===== src/rtl/calcore_pkg.sv =====
// Shared CalCore definitions: instruction width, legal opcode/funct3 pairs,
// fetch FSM state encoding and the legality helper used by fetch and decode.
package calcore_pkg;

    localparam int INSTR_W = 32;

    // Custom opcode spaces: "set" group and "calc" group
    localparam logic [6:0] OPC_SET  = 7'b0001011;
    localparam logic [6:0] OPC_CALC = 7'b0101011;

    localparam logic [6:0] OP_SET_HEIGHT  = OPC_SET;
    localparam logic [2:0] F3_SET_HEIGHT  = 3'd0;
    localparam logic [6:0] OP_SET_WEIGHT  = OPC_SET;
    localparam logic [2:0] F3_SET_WEIGHT  = 3'd1;
    localparam logic [6:0] OP_CALC_BMI    = OPC_CALC;
    localparam logic [2:0] F3_CALC_BMI    = 3'd0;
    localparam logic [6:0] OP_CALC_BMR    = OPC_CALC;
    localparam logic [2:0] F3_CALC_BMR    = 3'd1;

    typedef enum logic [1:0] {
        ST_IDLE  = 2'd0,
        ST_RUN   = 2'd1,
        ST_DRAIN = 2'd2,
        ST_DONE  = 2'd3
    } fetch_state_t;

    // True when opcode [6:0] and funct3 [14:12] name one of the four instructions
    function automatic logic is_legal_instr(input logic [INSTR_W-1:0] w);
        logic [6:0] op;
        logic [2:0] f3;
        op = w[6:0];
        f3 = w[14:12];
        return ((op == OP_SET_HEIGHT) && (f3 == F3_SET_HEIGHT)) ||
               ((op == OP_SET_WEIGHT) && (f3 == F3_SET_WEIGHT)) ||
               ((op == OP_CALC_BMI)   && (f3 == F3_CALC_BMI))   ||
               ((op == OP_CALC_BMR)   && (f3 == F3_CALC_BMR));
    endfunction

endpackage


===== src/rtl/calcore_fetch_if.sv =====
// Instruction delivery bus from fetch to decode: valid/ready handshake.
interface calcore_fetch_if;
    import calcore_pkg::*;

    logic [INSTR_W-1:0] instr;
    logic               instr_valid;
    logic               instr_ready;

    modport master (output instr, output instr_valid, input instr_ready);
    modport slave  (input instr, input instr_valid, output instr_ready);
endinterface


===== src/rtl/calcore_fetch_fifo.sv =====
// Small synchronous FIFO with a registered head word, occupancy count and
// simultaneous push/pop at any fill level (including full).
module calcore_fetch_fifo #(
    parameter  int DEPTH = 4,
    parameter  int WIDTH = 32,
    localparam int PTR_W = $clog2(DEPTH),
    localparam int CNT_W = PTR_W + 1
) (
    input  logic             clk,
    input  logic             reset,
    input  logic             i_push,
    input  logic [WIDTH-1:0] i_push_data,
    input  logic             i_pop,
    output logic [WIDTH-1:0] o_head,
    output logic             o_valid,
    output logic [CNT_W-1:0] o_count
);

    logic [WIDTH-1:0] r_mem [DEPTH];
    logic [PTR_W-1:0] r_wr_ptr;
    logic [PTR_W-1:0] r_rd_ptr;
    logic [CNT_W-1:0] r_count;
    logic [WIDTH-1:0] r_head;

    logic             w_pop;
    logic [PTR_W-1:0] w_rd_ptr_next;
    logic [CNT_W-1:0] w_remain;

    assign w_pop         = i_pop & (r_count != '0);
    assign w_rd_ptr_next = r_rd_ptr + PTR_W'(w_pop);
    // Entries still held after this cycle's pop, before this cycle's push
    assign w_remain      = r_count - CNT_W'(w_pop);

    // Storage array write port; contents need no reset
    always_ff @(posedge clk) begin
        if (i_push) begin
            r_mem[r_wr_ptr] <= i_push_data;
        end
    end

    // Pointers, count and the registered head word
    always_ff @(posedge clk) begin
        if (reset) begin
            r_wr_ptr <= '0;
            r_rd_ptr <= '0;
            r_count  <= '0;
            r_head   <= '0;
        end else begin
            if (i_push) begin
                r_wr_ptr <= r_wr_ptr + PTR_W'(1);
            end
            r_rd_ptr <= w_rd_ptr_next;
            r_count  <= w_remain + CNT_W'(i_push);
            // Next head comes from storage if anything is left, otherwise a
            // push into an effectively empty FIFO bypasses straight to the head.
            if (w_remain != '0) begin
                r_head <= r_mem[w_rd_ptr_next];
            end else if (i_push) begin
                r_head <= i_push_data;
            end
        end
    end

    assign o_head  = r_head;
    assign o_valid = (r_count != '0);
    assign o_count = r_count;

endmodule


===== src/rtl/calcore_fetch.sv =====
// CalCore instruction fetch: host-loadable program RAM, PC-driven fetch FSM
// with one-cycle synchronous read, and a credit-limited output FIFO.
// Optional build macro OPCODE_FILTER_EN drops words that are not one of the
// four legal instructions and counts them in illegal_count.
module calcore_fetch
    import calcore_pkg::*;
#(
    parameter int PROG_DEPTH = 64,
    parameter int ADDR_W     = $clog2(PROG_DEPTH),
    parameter int FIFO_DEPTH = 4
) (
    input  logic               clk,
    input  logic               reset,
    input  logic               load_we,
    input  logic [ADDR_W-1:0]  load_addr,
    input  logic [INSTR_W-1:0] load_data,
    input  logic [ADDR_W:0]    prog_len,
    input  logic               start,
    input  logic               halt_req,
    calcore_fetch_if.master    fetch_bus,
    output logic [ADDR_W-1:0]  pc,
    output logic               busy,
    output logic               done,
    output logic [15:0]        instr_count,
    output logic [7:0]         illegal_count
);

    localparam int CNT_W = $clog2(FIFO_DEPTH) + 1;

    fetch_state_t       r_state;
    fetch_state_t       w_state_next;
    logic [ADDR_W:0]    r_pc;
    logic [ADDR_W:0]    r_len;
    logic [ADDR_W:0]    w_len_clamped;
    logic               r_rd_valid;
    logic [INSTR_W-1:0] r_rd_data;
    logic [INSTR_W-1:0] r_prog_mem [PROG_DEPTH];
    logic [15:0]        r_instr_count;
    logic [7:0]         r_illegal_count;

    logic               w_issue;
    logic               w_start_take;
    logic               w_credit;
    logic               w_load_ok;
    logic               w_legal;
    logic               w_push;
    logic               w_drop;
    logic               w_handshake;
    logic [INSTR_W-1:0] w_fifo_head;
    logic               w_fifo_valid;
    logic [CNT_W-1:0]   w_fifo_count;

    assign w_len_clamped = (prog_len > (ADDR_W+1)'(PROG_DEPTH)) ? (ADDR_W+1)'(PROG_DEPTH) : prog_len;

    // Words in the FIFO plus the read in flight must leave room for one more
    assign w_credit = ({1'b0, w_fifo_count} + (CNT_W+1)'(r_rd_valid)) < (CNT_W+1)'(FIFO_DEPTH);

    // The active program is protected while a run is in progress
    assign w_load_ok = load_we & ((r_state == ST_IDLE) | (r_state == ST_DONE));

    // Next-state and issue decision; halt wins over an issue in the same cycle
    always_comb begin
        w_state_next = r_state;
        w_issue      = 1'b0;
        w_start_take = 1'b0;
        case (r_state)
            ST_IDLE, ST_DONE: begin
                if (start) begin
                    w_start_take = 1'b1;
                    w_state_next = (w_len_clamped != '0) ? ST_RUN : ST_DONE;
                end
            end
            ST_RUN: begin
                if (halt_req) begin
                    w_state_next = ST_DRAIN;
                end else if (w_credit && (r_pc < r_len)) begin
                    w_issue = 1'b1;
                    if ((r_pc + (ADDR_W+1)'(1)) == r_len) begin
                        w_state_next = ST_DRAIN;
                    end
                end
            end
            ST_DRAIN: begin
                if ((w_fifo_count == '0) && !r_rd_valid) begin
                    w_state_next = ST_DONE;
                end
            end
            default: w_state_next = ST_IDLE;
        endcase
    end

    // Program RAM: host write port and registered fetch read port
    always_ff @(posedge clk) begin
        if (w_load_ok) begin
            r_prog_mem[load_addr] <= load_data;
        end
        if (w_issue) begin
            r_rd_data <= r_prog_mem[r_pc[ADDR_W-1:0]];
        end
    end

`ifdef OPCODE_FILTER_EN
    assign w_legal = is_legal_instr(r_rd_data);
`else
    assign w_legal = 1'b1;
`endif

    // A returned read always releases its credit, whether pushed or dropped
    assign w_push      = r_rd_valid & w_legal;
    assign w_drop      = r_rd_valid & ~w_legal;
    assign w_handshake = w_fifo_valid & fetch_bus.instr_ready;

    // FSM state, PC, in-flight flag and run counters
    always_ff @(posedge clk) begin
        if (reset) begin
            r_state         <= ST_IDLE;
            r_pc            <= '0;
            r_len           <= '0;
            r_rd_valid      <= 1'b0;
            r_instr_count   <= '0;
            r_illegal_count <= '0;
        end else begin
            r_state    <= w_state_next;
            r_rd_valid <= w_issue;
            if (w_start_take) begin
                r_len           <= w_len_clamped;
                r_pc            <= '0;
                r_instr_count   <= '0;
                r_illegal_count <= '0;
            end else begin
                if (w_issue) begin
                    r_pc <= r_pc + (ADDR_W+1)'(1);
                end
                if (w_handshake && (r_instr_count != 16'hFFFF)) begin
                    r_instr_count <= r_instr_count + 16'd1;
                end
                if (w_drop && (r_illegal_count != 8'hFF)) begin
                    r_illegal_count <= r_illegal_count + 8'd1;
                end
            end
        end
    end

    calcore_fetch_fifo #(
        .DEPTH (FIFO_DEPTH),
        .WIDTH (INSTR_W)
    ) u_fifo (
        .clk         (clk),
        .reset       (reset),
        .i_push      (w_push),
        .i_push_data (r_rd_data),
        .i_pop       (fetch_bus.instr_ready),
        .o_head      (w_fifo_head),
        .o_valid     (w_fifo_valid),
        .o_count     (w_fifo_count)
    );

    assign fetch_bus.instr       = w_fifo_head;
    assign fetch_bus.instr_valid = w_fifo_valid;

    // pc reports the low address bits; at a full-depth length it reads as 0
    assign pc            = r_pc[ADDR_W-1:0];
    assign busy          = (r_state == ST_RUN) | (r_state == ST_DRAIN);
    assign done          = (r_state == ST_DONE);
    assign instr_count   = r_instr_count;
    assign illegal_count = r_illegal_count;

endmodule


===== src/flat_wrapper.sv =====
// flat-port wrapper written by rule: the top's interface ports become plain ports
module calcore_fetch_flat import calcore_pkg::*;
#(
    parameter int PROG_DEPTH = 64,
    parameter int ADDR_W     = $clog2(PROG_DEPTH),
    parameter int FIFO_DEPTH = 4
)
  (clk, reset, load_we, load_addr, load_data, prog_len, start, halt_req, pc, busy, done, instr_count, illegal_count, fetch_bus_instr, fetch_bus_instr_valid, fetch_bus_instr_ready);
  calcore_fetch_if fetch_bus_i ();
  input  logic clk;
  input  logic reset;
  input  logic load_we;
  input  logic [ADDR_W-1:0] load_addr;
  input  logic [INSTR_W-1:0] load_data;
  input  logic [ADDR_W:0] prog_len;
  input  logic start;
  input  logic halt_req;
  output logic [ADDR_W-1:0] pc;
  output logic busy;
  output logic done;
  output logic [15:0] instr_count;
  output logic [7:0] illegal_count;
  output wire logic [$bits(fetch_bus_i.instr)-1:0] fetch_bus_instr;
  output wire logic [$bits(fetch_bus_i.instr_valid)-1:0] fetch_bus_instr_valid;
  input wire logic [$bits(fetch_bus_i.instr_ready)-1:0] fetch_bus_instr_ready;
  assign fetch_bus_instr = fetch_bus_i.instr;
  assign fetch_bus_instr_valid = fetch_bus_i.instr_valid;
  assign fetch_bus_i.instr_ready = fetch_bus_instr_ready;
  calcore_fetch #(.PROG_DEPTH(PROG_DEPTH), .ADDR_W(ADDR_W), .FIFO_DEPTH(FIFO_DEPTH)) u_core (.clk(clk), .reset(reset), .load_we(load_we), .load_addr(load_addr), .load_data(load_data), .prog_len(prog_len), .start(start), .halt_req(halt_req), .fetch_bus(fetch_bus_i), .pc(pc), .busy(busy), .done(done), .instr_count(instr_count), .illegal_count(illegal_count));
endmodule

===== config.mk =====
export PLATFORM = sky130hd
export DESIGN_NAME = calcore_fetch_flat
export DESIGN_NICKNAME = d
export VERILOG_FILES = /design/src/rtl/calcore_pkg.sv /design/src/rtl/calcore_fetch_if.sv /design/src/rtl/calcore_fetch_fifo.sv /design/src/rtl/calcore_fetch.sv /design/src/flat_wrapper.sv
export SDC_FILE = /design/constraint.sdc
export NUM_CORES = 2
export LEC_CHECK = 0
export CAP_MARGIN = 15
export CORE_AREA = 2 2 582 584
export CTS_BUF_LIST = sky130_fd_sc_hd__clkbuf_8
export CTS_CLUSTER_DIAMETER = 40
export DETAILED_ROUTE_END_ITERATION = 10
export DIE_AREA = 0 0 584 586
export GPL_TIMING_DRIVEN = 0
export PLACE_DENSITY = 0.39
export SYNTH_ARGS = -nofsm -noshare
export SYNTH_HDL_FRONTEND = slang
export SYNTH_SLANG_ARGS = --single-unit
export TNS_END_PERCENT = 30

===== constraint.sdc =====
create_clock -name clk -period 11.1 [get_ports clk]
set_clock_uncertainty 0.05 [all_clocks]
set_input_delay 2.22 -clock clk [delete_from_list [all_inputs] [get_ports clk]]
set_output_delay 2.22 -clock clk [all_outputs]
set_load 0.02 [all_outputs]

==> flow_summary.toml <==
[synth]
post_synth.cell_area_avg_sq_um = 22.9
synth_top_area_share_pct = 76.3
yosys.area.top_type = "edfxtp_1"
syn_inst = 3800
ys_seq_area_share_pct = 77.9
synth_edf_count = 2208
yosys-top-cells-area = "edfxtp_1, mux4_2, dfxtp_1"
synthArstFlopShare_pct = 0
synthTopCellsByCount = "edfxtp_1, mux4_2, nor2_1, clkbuf_1, buf_2"
synthFlopType = "edfxtp_1"
synth.distinct_cells = 47
syn_area_sq_mm = 0.0869
synth_most_common_cell = "edfxtp_1"
ys_warn_count = 0
synth-seq-cells = 2280

[layout]
final-seq-area_sq_mm = 0.0677
syn_to_final_growth_pct = 20.1
multiInputGateArea_sq_mm = 0.0186
final_area_sq_mm = 0.104
finish.net_count = 4519
nFillCells = 32300
layout-drive-gt1-share_pct = 30.7

[global_route]
grt_antenna_before_repair = 42
grt_max_degree = 65
grt_pass1_vias = 44800
track_usage_pct = 16.3
grt_pass1_wl_mm = 383
grt.overflow.total = 0

[floorplanning]
die_area_sq_mm = 0.342
initial_core_util_pct = 25.9
dieHeight_microns = 586
core_area_sq_mm = 0.336
die_x_microns = 584
ioPinCount = 116
rows = 213

[sta]
timing.setup.tns_ns = 0
maxSlewHeadroom_pct = 19.6
drv_slew = 0
finalSetupViolCount = 0
fmaxAchievable_mhz = 191
finalHoldViolCount = 0
rsz0062_at_grt = "false"
period_share_pct = 47.1
layout_setup_ws_ns = 5.87
worstMarginPinSlew_ns = 1.21
fin_crit_ns = 5.23

[critical_path]
start_kind = "flop"
critPathMaxFanout = 7
critPathKind = "reg2out"
endpoint_kind = "primary output"
rr_worst_depth = 8
crit_arrival_ns = 2.96
worstPathRequired_ns = 8.83

[placed_design]
dpl_cell_area_sq_mm = 0.0961
port_buffers = 104
place_ws_ns = 5.38
dp_hpwl_mm = 189
finalWeightedCongestion = 0.784

[detailed_routing]
routed_wl_mm = 282
ant_nets = 0
via_per_inst = 4.65
wire_per_inst_microns = 30.6
num_vias = 42800
first_iter_violations = 3981
post-route-drc-count = 0
drtPass1Iterations = 8

[cts]
cts_buffers = 426
clk_pin_slew_ns = 0.06
clk_latency_ns = 1.07
ctsHoldBuffers = 0
cts_resized = 0
cts_tree = "done"
ctsRootBufferMaster = "clkbuf_8"
cts_sinks = 2280
post-cts-setup-buffers = 0
htreeDepth = 5
clockBufferDepth = 4

[pwr]
power_mw = 19.5
ir_worst_vdd_v = 0.0000882
leakagePower_nw = 31.7
cellPowerDensity_mw_per_mm2 = 187

[run_status]
status = "completed"

[worst_hold_path]
hp-class = "reg2reg"
whs_path_depth = 0

[job]
max-cap-violations = 0
## logic make-up after synthesis
logic type               Yosys count  synth area share (%)
AO/OA/AOI/OAI                    236                  1.85
other                              1               0.00431
buffers and inverters            241                  1.27
XOR/XNOR                          30                 0.302
multiplexers                     679                  16.7
AND/OR/NAND/NOR                  311                  1.64
flip-flops                      2280                  77.9
adder cells (fa/ha/maj)           22                 0.317
## final cells by class
cell class              count  share of cell area [%]
plain buffers             221                   0.989
multi-input cells        1286                    17.8
well taps                4407                    5.28
clock inverters           326                    2.20
repair buffers            211                    3.00
inverters                  20                  0.0719
diodes                     13                  0.0312
flip-flops and latches   2280                    64.9
clock buffers             432                    5.70
## power by group
| group | internal [mW] | switching [mW] | total, mW |
|---|---|---|---|
| sequential | 9.59 | 0.0937 | 9.68 |
| combinational | 0.712 | 1.09 | 1.80 |
| clock | 4.34 | 3.68 | 8.02 |
## metrics by stage
stage	hold slack, ns	instances	utilization (%)
after detailed placement	0.462	8425	28.6
after global placement	0.461	8318	27.8
after floorplan	0.403	3807	-
final	0.469	9196	31.1
after global routing	0.503	9187	31.1
after CTS	0.477	9183	31.1
## critical path: stages (launching register included)
cell and delay, ns:
dfxtp_1 0.38, inv_1 0.08, ha_1 0.69, inv_1 0.17, clkdlybuf4s50_1 0.58
## worst paths after layout
check                                 start                                    to  slack, ns
max          u_core.r_state[0]$_SDFFE_PP0P_                                  busy       5.87
min          u_core.r_rd_data[15]$_DFFE_PP_  u_core.u_fifo.r_mem[0][15]$_DFFE_PP_       0.47
max reg2reg     u_core.r_pc[1]$_SDFFE_PP0P_        u_core.r_rd_data[21]$_DFFE_PP_       6.37
min reg2reg  u_core.r_rd_data[15]$_DFFE_PP_  u_core.u_fifo.r_mem[0][15]$_DFFE_PP_       0.47
## state kept, by name, indices dropped and copies added, names as in the netlist, 3 cells and up
register,count
u_core.instr_count,16
u_core.r_len,7
u_core.r_prog_mem,2048
u_core.r_pc,7
u_core.r_rd_data,32
u_core.u_fifo.o_count,3
u_core.u_fifo.o_head,32
u_core.u_fifo.r_mem,128
## placed cells by master (no fill, tap or decap), drive strengths merged, types with 48 or more instances in the layout
cell type / count
a22oi: 65
buf: 263
clkinv: 141
inv: 158
clkbuf: 529
mux2i: 63
clkdlybuf4s50: 72
mux4: 615
dfxtp: 72
o22ai: 48
a211oi: 60
nor2: 159
edfxtp: 2208
## metal layers
layer / share of wire, % / track usage (%) / vias to the layer above
met3: 6.0 / 2.88 / 402
met4: 2.5 / 4.31 / 4
li1: - / - / 17600
met5: 0.10 / 0 / -
met2: 47 / 26.4 / 1448
met1: 44 / 22.6 / 23400
(Power assumes the default switching activity.)
